===== src/rtl/vga_scan.sv =====
// -----------------------------------------------------------------------------
// vga_scan
//   Raster side of the VGA pixel interface. It divides the system clock down to
//   the pixel rate, walks the horizontal/vertical counters across the full
//   frame (visible area plus porches and sync), presents the requested row/col
//   to the GPU, and one pixel later drives the sync, enable and colour pins
//   with the GPU's answer. A one-clock frame_end pulse marks the end of the
//   last visible line so sprite state can be updated during vertical blank.
//
// Ports
//   clk        in   1   system clock
//   rst        in   1   synchronous, active-high reset
//   pixel_in   in   12  GPU colour for current row/col: [11:8]=B [7:4]=G [3:0]=R
//   row        out  9   requested line, 0 outside the visible area
//   col        out  10  requested pixel, 0 outside the visible area
//   hs         out  1   horizontal sync, active low
//   vs         out  1   vertical sync, active low
//   rdn        out  1   display enable, active low, aligned with r/g/b
//   r, g, b    out  4   colour to the DAC pins, 0 whenever rdn=1
//   frame_end  out  1   one-clock pulse on the last pixel tick of the last
//                       visible line
// -----------------------------------------------------------------------------
module vga_scan #(
  parameter int DIV     = 4,    // clk cycles per pixel, must be >= 2
  parameter int H_VIS   = 640,
  parameter int H_FP    = 16,
  parameter int H_SYNC  = 96,
  parameter int H_TOTAL = 800,
  parameter int V_VIS   = 480,
  parameter int V_FP    = 10,
  parameter int V_SYNC  = 2,
  parameter int V_TOTAL = 525
) (
  input  logic        clk,
  input  logic        rst,
  input  logic [11:0] pixel_in,
  output logic [8:0]  row,
  output logic [9:0]  col,
  output logic        hs,
  output logic        vs,
  output logic        rdn,
  output logic [3:0]  r,
  output logic [3:0]  g,
  output logic [3:0]  b,
  output logic        frame_end
);

  localparam int DW = $clog2(DIV);

  localparam logic [DW-1:0] DIV_LAST  = DW'(DIV - 1);
  localparam logic [9:0]    H_LAST    = 10'(H_TOTAL - 1);
  localparam logic [9:0]    H_VIS_W   = 10'(H_VIS);
  localparam logic [9:0]    HS_FIRST  = 10'(H_VIS + H_FP);
  localparam logic [9:0]    HS_LAST   = 10'(H_VIS + H_FP + H_SYNC - 1);
  localparam logic [9:0]    V_LAST    = 10'(V_TOTAL - 1);
  localparam logic [9:0]    V_VIS_W   = 10'(V_VIS);
  localparam logic [9:0]    V_VIS_END = 10'(V_VIS - 1);
  localparam logic [9:0]    VS_FIRST  = 10'(V_VIS + V_FP);
  localparam logic [9:0]    VS_LAST   = 10'(V_VIS + V_FP + V_SYNC - 1);

  logic [DW-1:0] div_cnt;
  logic [9:0]    h_cnt;
  logic [9:0]    v_cnt;

  logic pix_en;
  logic h_wrap;
  logic v_wrap;
  logic vis;
  logic h_sync_on;
  logic v_sync_on;

  // Pixel tick, wrap points, visibility and sync windows of the current pixel.
  always_comb begin
    pix_en    = (div_cnt == DIV_LAST);
    h_wrap    = (h_cnt == H_LAST);
    v_wrap    = (v_cnt == V_LAST);
    vis       = (h_cnt < H_VIS_W) && (v_cnt < V_VIS_W);
    h_sync_on = (h_cnt >= HS_FIRST) && (h_cnt <= HS_LAST);
    v_sync_on = (v_cnt >= VS_FIRST) && (v_cnt <= VS_LAST);
  end

  // Request side: row/col follow the counters directly so the GPU sees the
  // new coordinate as soon as the counters step; zero while blanking.
  // v_cnt < V_VIS fits in 9 bits, so the low bits are the whole line number.
  always_comb begin
    if (vis) begin
      row = v_cnt[8:0];
      col = h_cnt;
    end else begin
      row = 9'd0;
      col = 10'd0;
    end
  end

  // End-of-visible-frame marker: the tick on which the last visible line's
  // final (blanking) pixel is left behind. Counters are zero in reset, so
  // this is low throughout reset.
  always_comb begin
    frame_end = pix_en && h_wrap && (v_cnt == V_VIS_END);
  end

  // Pixel divider, raster counters and the one-pixel-delayed pin stage.
  always_ff @(posedge clk) begin
    if (rst) begin
      div_cnt <= '0;
      h_cnt   <= 10'd0;
      v_cnt   <= 10'd0;
      hs      <= 1'b1;
      vs      <= 1'b1;
      rdn     <= 1'b1;
      r       <= 4'd0;
      g       <= 4'd0;
      b       <= 4'd0;
    end else begin
      if (pix_en) begin
        div_cnt <= '0;
      end else begin
        div_cnt <= div_cnt + DW'(1);
      end

      if (pix_en) begin
        if (h_wrap) begin
          h_cnt <= 10'd0;
          if (v_wrap) begin
            v_cnt <= 10'd0;
          end else begin
            v_cnt <= v_cnt + 10'd1;
          end
        end else begin
          h_cnt <= h_cnt + 10'd1;
        end

        // Pins reflect the pixel being left; pixel_in has had DIV-1 clocks
        // to settle since row/col changed.
        hs  <= ~h_sync_on;
        vs  <= ~v_sync_on;
        rdn <= ~vis;
        if (vis) begin
          r <= pixel_in[3:0];
          g <= pixel_in[7:4];
          b <= pixel_in[11:8];
        end else begin
          r <= 4'd0;
          g <= 4'd0;
          b <= 4'd0;
        end
      end
    end
  end

endmodule


===== config.mk =====
export PLATFORM = sky130hd
export DESIGN_NAME = vga_scan
export DESIGN_NICKNAME = d
export VERILOG_FILES = /design/src/rtl/vga_scan.sv
export SDC_FILE = /design/constraint.sdc
export NUM_CORES = 1
export LEC_CHECK = 0
export CAP_MARGIN = 20
export CORE_MARGIN = 2
export CORE_UTILIZATION = 45
export DETAILED_ROUTE_END_ITERATION = 10
export DONT_BUFFER_PORTS = 1
export GPL_TIMING_DRIVEN = 0
export HOLD_SLACK_MARGIN = 0.03
export PLACE_DENSITY = 0.69
export SLEW_MARGIN = 20
export SYNTH_ARGS = -nofsm -noshare
export SYNTH_HDL_FRONTEND = slang
export SYNTH_SLANG_ARGS = --single-unit
export TNS_END_PERCENT = 5

===== constraint.sdc =====
create_clock -name clk -period 2.7 [get_ports clk]
set_input_delay 0.81 -clock clk [delete_from_list [all_inputs] [get_ports clk]]
set_output_delay 0.81 -clock clk [all_outputs]
set_load 0.03 [all_outputs]

Yosys cells after proc, flatten, opt, wreduce, memory -nomap -nowiden
Index checks and enable logic that the tools add are counted.
Storage, ports and cells
  flip-flop bits (word level): 37
  input port bits: 14
  output and inout bits: 35
  word-level logic and storage cells: 39
Cells by class
  $add $sub $neg: 3
  $lt $le $gt $ge: 6
  eq/ne operators: 4
  multiplexer cells: 7
  bitwise logic cells: 3
  reductions and logical operators: 7
Operator list (number)
  $mux 10: 3
  $add 10x1->10 const B: 2
  $eq 10x10->1 const B: 2
  $mux 4: 3
  $eq 10x9->1 const B: 1
  $ge 10x10->1 const B: 1
  $ge 10x9->1 const B: 1
  $le 10x10->1 const B: 1
  $le 10x9->1 const B: 1
  $lt 10x10->1 const B: 1
  $lt 10x9->1 const B: 1
  $mux 9: 1
  $logic_and 1x1->1: 5
  $not 1->1: 3
  $add 2x1->2 const B: 1
  $eq 2x2->1 const B: 1
  $reduce_and 2->1: 1
  $reduce_or 2->1: 1

Depth between registers and ports, before layout
  depth in word-level cells: 3
  gate-level depth with buffers: 7
  gate-level depth less buffers: 6

Worst setup path after synthesis
No wires, ideal clock.
  path kind: register -> output
  start point: register h_cnt[0]
  end point: output port frame_end
  arrival time: 2.476 ns
  required time: 1.890 ns
  path slack: -0.586 ns
  cell stages (with the launch flop): 7
  buffers on the path: 2
  cells stage by stage: dfxtp_1 ha_1 nand3_1 or4_4 buf_6 buf_2 nor4_1
On the way
  longest elaborated chain between the ends: 3
Ends and longest elaborated chain
  start, declared: RTL line 62  | logic [9:0] h_cnt;
  start signal, assigned: RTL line 130  | h_cnt <= h_cnt + 10'd1;
  $eq 10x10->1: RTL line 75  | h_wrap = (h_cnt == H_LAST);
  $logic_and 1x1->1 (2 in a row): RTL line 99  | frame_end = pix_en && h_wrap && (v_cnt == V_VIS_END);
  end, declared: RTL line 45  | output logic frame_end
No other way between the ends.

Final worst setup path
  start point: register h_cnt[5]
  end point: output port frame_end
Same word-level chain as after synthesis.

==> impl_metrics.json <==
{
  "status": "completed",
  "worstPathRequired_ns": 1.89,
  "dr.pass1.iters": 4,
  "via_count": 1600,
  "die_x_um": 67.61,
  "antenna_found_initial": 0,
  "area_growth_syn_to_layout_pct": 16.49,
  "synth_xor_area_share_pct": 4.811,
  "slew_violations": 0,
  "clock_latency_ns": 0.30,
  "grt.total_usage_pct": 19.76,
  "p_total_mw": 1.155,
  "synth_top_flop_cell": "dfxtp_1",
  "stdcell_count": 278,
  "worstPathArrival_ns": 1.85,
  "synth.net_count": 239,
  "overflow": 0,
  "die_area_sq_um": 4570,
  "grt_pass1_vias": 1342,
  "synthArstFlopShare_pct": 0,
  "drtIter0Drc": 122,
  "cp_num_buf_inv": 0,
  "critPathLaunchType": "register",
  "finalClockSkew_ns": 0.007120,
  "nNetsFinal": 246,
  "yosysSeqAreaShare_pct": 40.69,
  "grt_setup_unrepaired": "true",
  "initial_utilization_pct": 46.18,
  "syn_area_sq_um": 1820,
  "cp_top_family": "simple AND/OR/NAND/NOR gates",
  "drive_gt1_share_pct": 21.05,
  "dp.cells": 270,
  "crit_path_max_incr_delay_ns": 0.52,
  "h-tree-depth": 2,
  "synth_enable_flop_cells": 0,
  "final_area_sq_um": 2121,
  "cts_root_buffer": "clkbuf_8",
  "drv_cap": 0,
  "synth_compound_area_share_pct": 11.27,
  "synth_common_cells": "37 x dfxtp_1, 22 x a21oi_1, 21 x nand3_1",
  "diodes": 0,
  "fill_cells": 366,
  "synth_top_family_by_area": "simple AND/OR/NAND/NOR gates",
  "dp_slack_ns": -0.3381,
  "die_h_um": 67.61,
  "yosysTopAreaCell": "dfxtp_1",
  "cts_sinks": 37,
  "clk_pin_slew_ns": 0.08,
  "power_leakage_nw": 0.6579,
  "synthMuxAreaShare_pct": 0,
  "fin_crit_ns": 2.661,
  "wire_per_inst_um": 15.68,
  "min_path_type": "register to register",
  "synth_top_area_share_pct": 40.69,
  "syn_inst": 220,
  "grt_pass1_wl_um": 6727,
  "synth.ff_latch_count": 37,
  "dpl.hpwl_um": 2931,
  "via_per_inst": 5.755,
  "numCtsBuffers": 5,
  "path_cells": "or2_4 > or4_4 > nor4_4",
  "yosys.area_share.simple_pct": 35.12,
  "final_antenna_net_count": 0,
  "drc_errors": 0,
  "synthAdderAreaFrac_pct": 3.436,
  "gp_congestion": 0.7548,
  "fin_crit_sh_pct": 98.54,
  "setup_ws_ns": 0.03930,
  "yosysUniqueCellTypes": 39,
  "fmax_mhz": 375.8,
  "core_area_sq_um": 3943,
  "wl_um": 4358,
  "end_kind": "output port",
  "place_area_sq_um": 1929,
  "synth.area.top_cells": "dfxtp_1 41%, a21oi_1 6.0%, nand3_1 5.8%",
  "ios": 49,
  "tightestPinTransition_ns": 0.8071,
  "yosys_warnings": 0,
  "synth_area_per_cell_sq_um": 8.275,
  "relSlewSlack_pct": 45.74,
  "hold_violations": 0,
  "critPathMaxFanout": 7,
  "peakVddDrop_mv": 0.2696,
  "hold_buffers": 0,
  "grt_max_degree": 13,
  "cts_tree": "done",
  "synth.most_common_cell": "dfxtp_1",
  "slowest_stage": "or4_4",
  "clk_path_buf_depth": 2,
  "setup_viol": 0,
  "power_density_nw_per_um2": 544.7,
  "path_class": "register to output port",
  "io_buffers": 0,
  "rows": 23
}
==> cell usage in the layout, fill, tap and decap left out, types with 6 or more instances in the layout <==
cell type,instances
a21oi_1,22
and2_2,10
clkbuf_1,7
clkbuf_8,6
dfxtp_1,30
dfxtp_2,7
inv_1,6
nand2_1,7
nand2b_1,16
nand3_1,20
nand4_1,7
nor2_1,12
nor3_1,6
o21ai_0,8
or3_1,6
xnor2_1,6
==> routing by layer <==
layer  GRT usage, %  vias to the layer above  part of all wire [%]
met5              0                        -                     0
met4          8.673                        0                   2.4
met3          6.833                       10                   6.5
met2          28.43                       43                    46
met1          26.50                      756                    45
li1               -                      791                     -
==> where the power goes <==
part,switching [mW],internal [mW],total [mW]
registers,0.0273,0.559,0.586
logic,0.0326,0.0234,0.0560
clock network,0.212,0.300,0.513
==> layout make-up <==
class / instances / area (sq um) / share of cell area, %
tap: 50 / 62.56 / 2.950
timing repair buffer: 3 / 22.52 / 1.062
clock buffer: 6 / 82.58 / 3.894
inverter: 6 / 22.52 / 1.062
sequential: 37 / 749.5 / 35.34
clock inverter: 2 / 37.54 / 1.770
multi-input combinational: 164 / 1104 / 52.04
buffer: 10 / 40.04 / 1.888
==> final timing paths <==
path	startpoint	to	slack, ns	depth (start not counted)
worst min-delay path	div_cnt[0]$_SDFF_PP0_	div_cnt[0]$_SDFF_PP0_	0.50	1
worst max-delay path	h_cnt[5]$_SDFFE_PP0P_	frame_end	0.04	3
worst min register to register	div_cnt[0]$_SDFF_PP0_	div_cnt[0]$_SDFF_PP0_	0.50	1
worst max register to register	h_cnt[5]$_SDFFE_PP0P_	v_cnt[5]$_SDFFE_PP0P_	0.48	5
==> cell families (layout without fill, tap and decap cells) <==
kind of cell             Yosys count  in the layout
XOR/XNOR                          10             10
AO/OA/AOI/OAI                     37             37
adder cells (fa/ha/maj)            5              5
flip-flops                        37             37
AND/OR/NAND/NOR                  111            112
buffers and inverters             20             27
==> through the flow <==
| step | hold slack, ns | TNS (ns) | util, % |
|---|---|---|---|
| after detailed placement | 0.4186 | -4.633 | 48.94 |
| after global routing | 0.5333 | -0.01208 | 53.79 |
| after CTS | 0.4348 | -0.03498 | 53.13 |
| final | 0.4967 | 0 | 53.79 |
| after floorplan | 0.4043 | 0 | - |
| after global placement | 0.4166 | -3.799 | 48.14 |
==> repair_timing <==
| action | CTS | global route |
|---|---|---|
| gates cloned | 1 | 0 |
| endpoints found under the setup margin | 20 | 11 |
| buffers inserted | 3 | 0 |
| pin swaps | 3 | 2 |
| resized for setup | 14 | 13 |
==> flip-flops by register name, indices dropped and copies added (netlist names) <==
register  count
h_cnt        10
v_cnt        10
b             4
g             4
r             4
div_cnt       2
hs            1
rdn           1
vs            1
(Power assumes the default switching activity.)
